[config.mk]
export PLATFORM = sky130hd
export DESIGN_NAME = netbus_rr_arbiter
export DESIGN_NICKNAME = d
export VERILOG_FILES = /design/src/rtl/netbus_rr_arbiter.sv
export SDC_FILE = /design/constraint.sdc
export NUM_CORES = 1
export LEC_CHECK = 0
export CORE_MARGIN = 1
export CORE_UTILIZATION = 35
export CTS_CLUSTER_DIAMETER = 80
export DETAILED_ROUTE_END_ITERATION = 6
export PLACE_DENSITY = 0.81
export SLEW_MARGIN = 10
export SYNTH_ARGS = -nofsm -noshare
export SYNTH_HDL_FRONTEND = slang
export SYNTH_SLANG_ARGS = --single-unit
[constraint.sdc]
create_clock -name CLK -period 1.7 [get_ports CLK]
set_input_delay 0.34 -clock CLK [delete_from_list [all_inputs] [get_ports CLK]]
set_output_delay 0.34 -clock CLK [all_outputs]
set_load 0.01 [all_outputs]
[src/rtl/netbus_rr_arbiter.sv]
`default_nettype none
// +----------------------------------------------------------------------------+
// | netbus_rr_arbiter                                                          |
// | Round-robin, packet-locked N:1 NetBus arbiter with a registered output.    |
// | Revision: 1.0                                                              |
// +----------------------------------------------------------------------------+
module netbus_rr_arbiter #(
   parameter int DATA_WIDTH = 4,
   parameter int PORTS      = 4
) (
   input  logic                                  CLK,
   input  logic                                  RST,
   input  logic [PORTS*(DATA_WIDTH*9+14)-1:0]    S_DATA,
   input  logic [PORTS-1:0]                      S_VALID,
   output logic [PORTS-1:0]                      S_READY,
   output logic [DATA_WIDTH*9+13:0]              M_DATA,
   output logic                                  M_VALID,
   input  logic                                  M_READY,
   output logic [PORTS-1:0]                      GRANT,
   output logic                                  BUSY
);

   localparam int W  = DATA_WIDTH*9+14;
   localparam int PW = $clog2(PORTS);

   typedef enum logic [0:0] {
      ST_IDLE   = 1'b0,
      ST_LOCKED = 1'b1
   } state_t;

   state_t           r_state;
   state_t           w_state_nx;
   logic [PORTS-1:0] r_grant;
   logic [PORTS-1:0] w_grant_nx;
   logic [PW-1:0]    r_lastwin;
   logic [PW-1:0]    w_lastwin_nx;
   logic [PW-1:0]    w_winner;
   logic             w_found;
   logic [W-1:0]     r_mdata;
   logic [W-1:0]     w_sel_data;
   logic             r_mvalid;
   logic             w_out_free;
   logic             w_in_xfer;
   logic [PORTS-1:0] w_sready;

   // Rotating search: first requester after the previous winner, modulo PORTS.
   always_comb begin
      logic [PW-1:0] idx;
      idx      = '0;
      w_found  = 1'b0;
      w_winner = r_lastwin;
      for (int k = 1; k <= PORTS; k++) begin
         idx = PW'((int'(r_lastwin) + k) % PORTS);
         if (!w_found && S_VALID[idx]) begin
            w_found  = 1'b1;
            w_winner = idx;
         end
      end
   end

   always_comb begin
      w_sel_data = '0;
      for (int i = 0; i < PORTS; i++) begin
         if (r_grant[i]) begin
            w_sel_data = S_DATA[i*W +: W];
         end
      end
   end

   assign w_out_free = ~r_mvalid | M_READY;
   assign w_sready   = (r_state == ST_LOCKED && w_out_free) ? r_grant : '0;
   assign w_in_xfer  = |(S_VALID & w_sready);

   always_comb begin
      w_state_nx   = r_state;
      w_grant_nx   = r_grant;
      w_lastwin_nx = r_lastwin;
      case (r_state)
         ST_IDLE: begin
            if (w_found) begin
               w_state_nx   = ST_LOCKED;
               w_grant_nx   = PORTS'(1) << w_winner;
               w_lastwin_nx = w_winner;
            end
         end
         ST_LOCKED: begin
            // Lock releases on the edge that accepts the LAST flit.
            if (w_in_xfer && w_sel_data[0]) begin
               w_state_nx = ST_IDLE;
               w_grant_nx = '0;
            end
         end
         default: begin
            w_state_nx = ST_IDLE;
            w_grant_nx = '0;
         end
      endcase
   end

   always_ff @(posedge CLK) begin
      if (RST) begin
         r_state   <= ST_IDLE;
         r_grant   <= '0;
         r_lastwin <= PW'(PORTS-1);
      end else begin
         r_state   <= w_state_nx;
         r_grant   <= w_grant_nx;
         r_lastwin <= w_lastwin_nx;
      end
   end

   always_ff @(posedge CLK) begin
      if (RST) begin
         r_mdata  <= '0;
         r_mvalid <= 1'b0;
      end else if (w_in_xfer) begin
         r_mdata  <= w_sel_data;
         r_mvalid <= 1'b1;
      end else if (M_READY) begin
         r_mvalid <= 1'b0;
      end
   end

   assign S_READY = w_sready;
   assign M_DATA  = r_mdata;
   assign M_VALID = r_mvalid;
   assign GRANT   = r_grant;
   assign BUSY    = (r_state == ST_LOCKED);

endmodule
`default_nettype wire

Yosys cells after proc, flatten, opt, wreduce, memory -nomap -nowiden --
Index checks and enable logic that the tools add are counted.
Word-level totals: register bits after elaboration 58, output and inout bits 60, bits of input ports 207, logic and storage cells 61
Operators by class: multiplexer cells 29, reductions and logical operators 12, bitwise operators 4, equal/unequal tests 2, $lt $le $gt $ge 4, shifts and indexed selects 1, $add $sub $neg 4
Operators by type and width (number):
- two-way mux 50 bit | 4
- less-than comparator 2 x 3 -> 1 bit (second input constant) | 4
- two-way mux 1 bit | 12
- two-way mux 4 bit | 3
- binary-select mux 1 bit (select 2 bit) | 4
- two-way mux 2 bit | 4
- one-hot mux 4 bit (2 select lines) | 1
- logical AND 1 bit | 5
- adder 2 x 1 -> 2 bit (second input constant) | 2
- adder 2 bit (second input constant) | 2
- AND 4 bit | 1
- AND reduction 2 bit | 2
- OR reduction 4 bit | 1
- left shift 1 x 2 -> 4 bit (first input constant) | 1
- zero test 1 bit | 3
- inequality test 2 x 1 -> 1 bit (second input constant) | 1
- inequality test 2 bit (second input constant) | 1
- inverter 1 bit | 2
- one-hot mux 1 bit (2 select lines) | 1
- nonzero test 2 bit | 1
- OR 1 bit | 1

Longest topological paths before layout --
Gate-level depths: netlist (run 1).
word-level depth 16, depth in mapped cells 7

Least setup slack after synthesis (run 1) --
OpenSTA, ideal clock, no wires.
path type register to register, start reg r_grant[1] (netlist: GRANT[1]), end reg r_mdata[27] (netlist: M_DATA[27]), stages on the path, launching flop included 7, data arrival time 1.424 ns, path slack 0.133 ns, library setup time 0.144 ns, path through dfxtp_1 -> buf_4 -> a22oi_1 -> a221oi_2 -> buf_4 -> buf_2 -> a311oi_2
Between the ends: longest elaborated chain between the ends 3
RTL lines:
- start, declared | RTL line 33 | logic [PORTS-1:0] r_grant;
- start signal, assigned | RTL line 107 | r_grant <= w_grant_nx;
- two-way mux 4 bit or two-way mux 50 bit (tied branches) | RTL line 71, 64
- AND 4 bit or two-way mux 50 bit (tied branches) | RTL line 72, 64
- OR reduction 4 bit or two-way mux 50 bit (tied branches) | RTL line 72, 64
- end signal, assigned | RTL line 117 | r_mdata <= w_sel_data;
- end, declared | RTL line 39 | logic [W-1:0] r_mdata;
Parallel ways exist; a longest one is shown, timed or not. A chain may end at the register's enable or synchronous reset.

Worst setup path after layout (run 1) --
start in S_VALID[3], end reg r_mdata[48] (netlist: M_DATA[48])
Between the ends: longest elaborated chain between the ends 2
RTL lines:
- start, declared | RTL line 14 | input logic [PORTS-1:0] S_VALID,
- AND 4 bit | RTL line 72 | assign w_in_xfer = |(S_VALID & w_sready);
- OR reduction 4 bit | RTL line 72
Every way passes these cells.

==> impl_results.md, run 1 <==
- Largest net degree at the start of global routing: between 90 and 100
- Worst slew margin: between 60% and 70%
- Final Skew: 0.005624 ns
- Nature of the critical path endpoint: register
- Worst Max-Slew Pin Slew: between 0.5 and 0.6 ns
- Die area: between 0.01 and 0.015 mm^2
- Final GP Congestion: between 0.9 and 1
- Final WS setup: about 0.054 ns
- Row cnt: 37
- Area occupied by multi-input gates: between 0.002 and 0.0025 mm^2
- Max-Cap Viols: 0
- Initial core utilization: a little over a third
- DPL Wire Length: between 10,000 and 15,000 um
- Final Routed Wirelength: around 15,000 um
- Status: finished clean
- DRT iter0 DRCs: between 300 and 400
- PortBufs: 266
- IO Count: approximately 270
- Peak VDD IR: 0.3467 mV
- DRC Markers: 0
- Gr usage total: 25.05%
- RSZ-0062 raised after global routing: false
- Final Hold Slack: ~0.45 ns
- Yosys warns: 0
- Clock Path Buffers: 2
- Max FO, Critical Path: 21
- Antenna-violating nets left: 0
- Remaining global-route overflow: 0
- Clock root cell: clkbuf_8
- Critical Path Source Type: input pin
- Slowest-stage cell, CP: clkdlybuf4s50_1
- Fmax: 607.7 MHz
- First-pass iteration count of the detailed router: 6
- Clk_lat worst skew: between 0.3 and 0.4 ns
- HP Class: input pin to register
- Post-Syn Nets: ~660
- Kind of critical path: input pin to register
- Ant diodes: 0
- Critical-path cell list: clkdlybuf4s50_1 > a22oi_2 > a221oi_4 > buf_12 > buf_16 > nor2_1 > a311oi_1
- CTS Hold Buffers Added: 0
- Total core area: 0.01032 mm^2
- Worst Path Required: around 1.9 ns
- Post-DR vias/cell: approximately 5.5
- First-pass GRT wire length: between 20,000 and 25,000 um
- Clk slew on worst S/H paths: around 0.070 ns
- CP delay by family, top: buffers and inverters
- Seq cells post-synth: 58
- Setup Viol. Count Final: 0
- CTS tree: built
- H-tree depth: 3
- Share of layout cells above drive strength 1: a little over an eighth
- Die height: around 110 um
- Area delta synth->final: 87.16%
- Vias in the first global route: ~4,600
- Syn_area_per_cell: between 8 and 9 um^2
- Final Hold Fails: 0
- Crit share post-route: a little over nine tenths
- Mapped Area: between 0.003 and 0.004 mm^2
- Via count: approximately 4,700
- CTS Sinks: 58
- Lkg Pwr: 2.557 nW
- Cell count after synthesis: about 450
- Die width: 105.4 um
- CTS buffer count: 9
- Worst Path Arrival: ~1.9 ns
- Initial antenna violation count: 0
- Pre-CTS setup slack: -0.4303 ns
- Fin. max-slew vios: 0
- Number of fill cells in the layout: between 800 and 900
- Cell variety after synth: 35
- Fin crit period: around 1.6 ns
- Pwr Density: between 600 and 700 mW/mm^2
- Seq/Total Area, Yosys: 31.04%
- Delay of the slowest critical-path stage: 0.50 ns
- Sequential cell area: approximately 0.0012 mm^2
- Layout Nets: 924
- Wirelength per Cell: between 15 and 20 um
- Worst path bufs/invs: 3
registers in the layout, summed over array words and instances (netlist names):
name / flops
r_lastwin: 2
M_VALID: 1
GRANT: 4
BUSY: 1
M_DATA: 50
area by class of cell:
type	count	share of cell area, %
timing repair buffer	303	44.12
multi-input combinational	294	31.00
sequential	58	16.80
inverter	51	2.734
tap	136	2.430
clock buffer	13	2.412
clock inverter	2	0.5004
worst register-to-register path, delay by kind of cell (launching register included):
kind | cells | cell delay [ns]
AO/OA/AOI/OAI | 3 | 0.69
buffers and inverters | 1 | 0.19
flip-flops | 1 | 0.37
AND/OR/NAND/NOR | 1 | 0.24
power by group:
| part | leakage, nW | internal (mW) | total, mW | switching, mW |
|---|---|---|---|---|
| registers | 0.476 | 1.48 | 1.57 | 0.0856 |
| logic | 1.98 | 1.12 | 1.91 | 0.785 |
| clock network | 0.106 | 0.787 | 1.33 | 0.538 |
| total | 2.56 | 3.39 | 4.80 | 1.41 |
placed cells by master, fill, tap and decap left out, types with 4 or more instances in the layout:
cell type | Yosys | routed
a311oi_2 | 25 | 25
a21oi_1 | 6 | 6
nand2_1 | 53 | 52
clkbuf_8 | 0 | 12
clkdlybuf4s50_1 | 0 | 256
nor2_1 | 54 | 53
buf_12 | 0 | 5
a311oi_1 | 24 | 24
clkbuf_2 | 0 | 4
dfxtp_1 | 58 | 52
buf_4 | 4 | 25
a211o_1 | 50 | 50
a32o_1 | 4 | 4
and3_1 | 4 | 4
a221oi_1 | 49 | 49
inv_1 | 51 | 50
final timing paths:
kind,start,end,slack (ns),depth (start not counted)
worst min register to register,M_DATA[0]$_SDFFE_PP0P_,M_DATA[0]$_SDFFE_PP0P_,0.49,2
worst min-delay path,RST,M_DATA[2]$_SDFFE_PP0P_,0.45,3
worst max-delay path,S_VALID[3],M_DATA[48]$_SDFFE_PP0P_,0.05,7
worst max register to register,GRANT[0]$_SDFFE_PP0P_,M_DATA[6]$_SDFFE_PP0P_,0.11,5
cell families (layout without fill, tap and decap cells):
logic type | after synthesis | after routing | share of synthesized area, %
flip-flops | 58 | 58 | 31.04
AO/OA/AOI/OAI | 168 | 168 | 42.78
AND/OR/NAND/NOR | 125 | 125 | 13.98
buffers and inverters | 102 | 369 | 11.94
multiplexers | 1 | 1 | 0.2676
per-layer routing:
metal	part of all wire [%]	GRT usage (%)	vias up
li1	-	-	2243
met1	39	28.18	2212
met2	52	45.39	222
met3	7.1	5.195	28
met4	2.4	10.76	0
met5	0	0	-
synth_stat cells:
cell type	n	share of area (%)
nand3_1	1	0.13
a311oi_1	24	5.6
mux2i_1	1	0.27
nand2b_1	2	0.33
and2_1	1	0.17
o31a_1	1	0.23
nor4_1	1	0.17
nor2b_4	1	0.37
dfxtp_1	58	31
nand2_1	53	5.3
a32o_1	4	1.1
nor3_1	1	0.13
or2_2	1	0.17
a221oi_1	49	11
a311oi_2	25	10
buf_2	15	2.0
a31oi_1	1	0.17
a22oi_1	2	0.40
nor2_1	54	5.4
a21oi_1	6	0.80
nor3b_1	1	0.20
a221oi_2	1	0.40
or3_1	2	0.33
and3_1	4	0.67
a211oi_1	1	0.20
inv_1	51	5.1
o21bai_1	1	0.20
o21ai_0	2	0.27
buf_6	4	1.2
a211o_1	50	12
buf_4	4	0.80
o31ai_1	1	0.20
nor2b_1	2	0.33
and3b_1	1	0.23
clkbuf_1	28	2.8
what timing repair did:
item,4_1_cts,5_1_grt
setup buffers,2,0
cloned,2,1
pin swaps,1,10
setup endpoints to repair,43,57
resized for setup,23,11
per-stage QoR:
step	TNS [ns]	instances	power [mW]	util, %	cell area, um^2
after floorplan	0	454	2.457	-	3741
after detailed placement	-21.83	838	3.422	64.48	6656
after global placement	-18.32	838	3.373	64.48	6656
after global routing	0	857	5.033	67.82	7002
final	0	857	4.798	67.82	7002
after CTS	0	857	4.804	67.60	6979
Note: power is estimated with default switching activity, not from simulation.
==> inputs of run 2 (changes only) <==
--- a/config.mk
+++ b/config.mk
@@ -10,6 +10,7 @@
 export CTS_CLUSTER_DIAMETER = 80
 export DETAILED_ROUTE_END_ITERATION = 6
 export PLACE_DENSITY = 0.81
+export SETUP_SLACK_MARGIN = 0.1
 export SLEW_MARGIN = 10
 export SYNTH_ARGS = -nofsm -noshare
 export SYNTH_HDL_FRONTEND = slang
==> run 2 against run 1 <==
  * Combinational power is 4% higher
  * Worst setup slack better by 0.040 ns
  * Utilization is 2.3 points higher
  * Clock skew is 0.00084 ns higher
  * Fmax is 2.5% higher
  * Power is 1.7% higher
  * Critical path type is now register to register
  * Critical endpoint is now M_DATA[1]$_SDFFE_PP0P_
  * Highest routed layer unchanged
==> impl_results.md, run 2 (synthesis gave the netlist of run 1 again) <==
- Status: finished clean
- Crit share post-route: a little over nine tenths
- Gr usage total: approximately 26%
- IO Count: 267
- Final Skew: ~0.0065 ns
- RSZ-0062 raised after global routing: true
- Total core area: ~0.010 mm^2
- Critical Path Source: GRANT[0]$_SDFFE_PP0P_
- First-pass GRT wire length: about 23,000 um
- Remaining global-route overflow: 0
- Vias in the first global route: around 4,700
- Clock Path Buffers: 2
- Worst Path Arrival: 1.85 ns
- DRC Markers: 0
- DRT iter0 DRCs: 310
- Final GP Congestion: 0.9412
- PortBufs: 266
- Pre-CTS setup slack: -0.4303 ns
- Max-Cap Viols: 0
- HP Class: input pin to register
- Final WS setup: ~0.095 ns
- Clk_lat worst skew: between 0.3 and 0.4 ns
- CTS Sinks: between 50 and 60
- Ant diodes: 0
- Final Core Density: a little over two thirds
- CTS Hold Buffers Added: 0
- Fin. max-slew vios: 0
- Die height: ~110 um
- Die width: 105.4 um
- Wirelength per Cell: between 15 and 20 um
- Number of fill cells in the layout: about 800
- Setup Viol. Count Final: 0
- Critical Path Source Type: register
- Lkg Pwr: around 3 nW
- Peak VDD IR: approximately 0.36 mV
- Die area: between 0.01 and 0.015 mm^2
- Row cnt: 37
- Area occupied by multi-input gates: ~0.0022 mm^2
- Worst Max-Slew Pin Slew: ~0.54 ns
- Layout Nets: 936
- R2R Path Start: GRANT[0]$_SDFFE_PP0P_
- Post-place instance area: approximately 0.0067 mm^2
- Initial core utilization: approximately 36%
- Final Hold Fails: 0
- Area delta synth->final: 93.58%
- Share of layout cells above drive strength 1: roughly 15%
- H-tree depth: 3
- CTS tree: built
- Worst Path Required: between 1.5 and 2 ns
- DPL Wire Length: roughly 10,000 um
- CTS buffer count: 9
- Clk slew on worst S/H paths: about 0.070 ns
- Worst hold start: RST
- R2R setup slack: about 0.095 ns
- Final Routed Wirelength: around 15,000 um
- Max FO, Critical Path: 23
- Kind of critical path: register to register
- Most frequent cells in the layout: 225 x clkdlybuf4s50_1, 52 x dfxtp_1, 52 x nand2_1
- Most common library cell in the layout ignoring fill and taps: clkdlybuf4s50_1
- Initial antenna violation count: 0
- Layout Cell Area excl Fill: about 0.0072 mm^2
- Antenna-violating nets left: 0
- Largest net degree at the start of global routing: between 90 and 100
- Worst slew margin: 63.83%
- Fmax: 622.9 MHz
- Via count: 4,749
- Sequential cell area: 0.001176 mm^2
- Post-DR vias/cell: 5.465
- Fin crit period: 1.605 ns
- Pwr Density: a little under 700 mW/mm^2
- Max reg flops: 50
- First-pass iteration count of the detailed router: 5
- Nature of the critical path endpoint: register
- Clock root cell: clkbuf_8
[run 2: per-stage QoR]
step,instances,total power [mW],TNS (ns),hold WS [ns]
after CTS,866,4.879,0,0.4388
final,869,4.880,0,0.4503
after floorplan,454,2.457,0,0.4935
after global routing,869,5.109,0,0.4541
after detailed placement,838,3.422,-21.83,0.4717
after global placement,838,3.373,-18.32,0.4639
[run 2: where the power goes]
part           internal [mW]  total (mW)  switching (mW)  leakage, nW
Sequential              1.48        1.57          0.0872        0.476
Combinational           1.16        1.98           0.818         2.48
Clock                  0.787        1.33           0.543        0.106
[run 2: cell type report]
| type | count | share of cell area, % |
|---|---|---|
| Inverter | 51 | 2.643 |
| Sequential cell | 58 | 16.24 |
| Tap cell | 136 | 2.350 |
| Multi-Input combinational cell | 294 | 30.13 |
| Timing Repair Buffer | 315 | 45.82 |
| Clock inverter | 2 | 0.4838 |
| Clock buffer | 13 | 2.332 |
[run 2: routing by layer]
layer	track usage [%]	vias to the layer above	wire length, um
met4	12.37	0	393
met2	45.63	207	7661
met3	5.566	34	980
met1	29.05	2238	6035
met5	0	-	0
li1	-	2270	-
[run 2: worst max-delay path, stage by stage, from the launching register on]
cell and delay (ns):
dfxtp_2 0.37, nor2b_4 0.24, buf_12 0.19, a221oi_1 0.10, a211o_1 0.32, a311oi_1 0.28
[run 2: timing repair]
item	in CTS	in global routing
cloned	6	1
setup endpoints to repair	69	78
buffers inserted	7	3
pin swaps	13	15
gates resized for setup	50	33
[run 2: path summary, 6_finish.rpt]
check / to / cells past startpoint
min reg2reg: M_DATA[0]$_SDFFE_PP0P_ / 2
min: M_DATA[2]$_SDFFE_PP0P_ / 3
max: M_DATA[1]$_SDFFE_PP0P_ / 5
max reg2reg: M_DATA[1]$_SDFFE_PP0P_ / 5
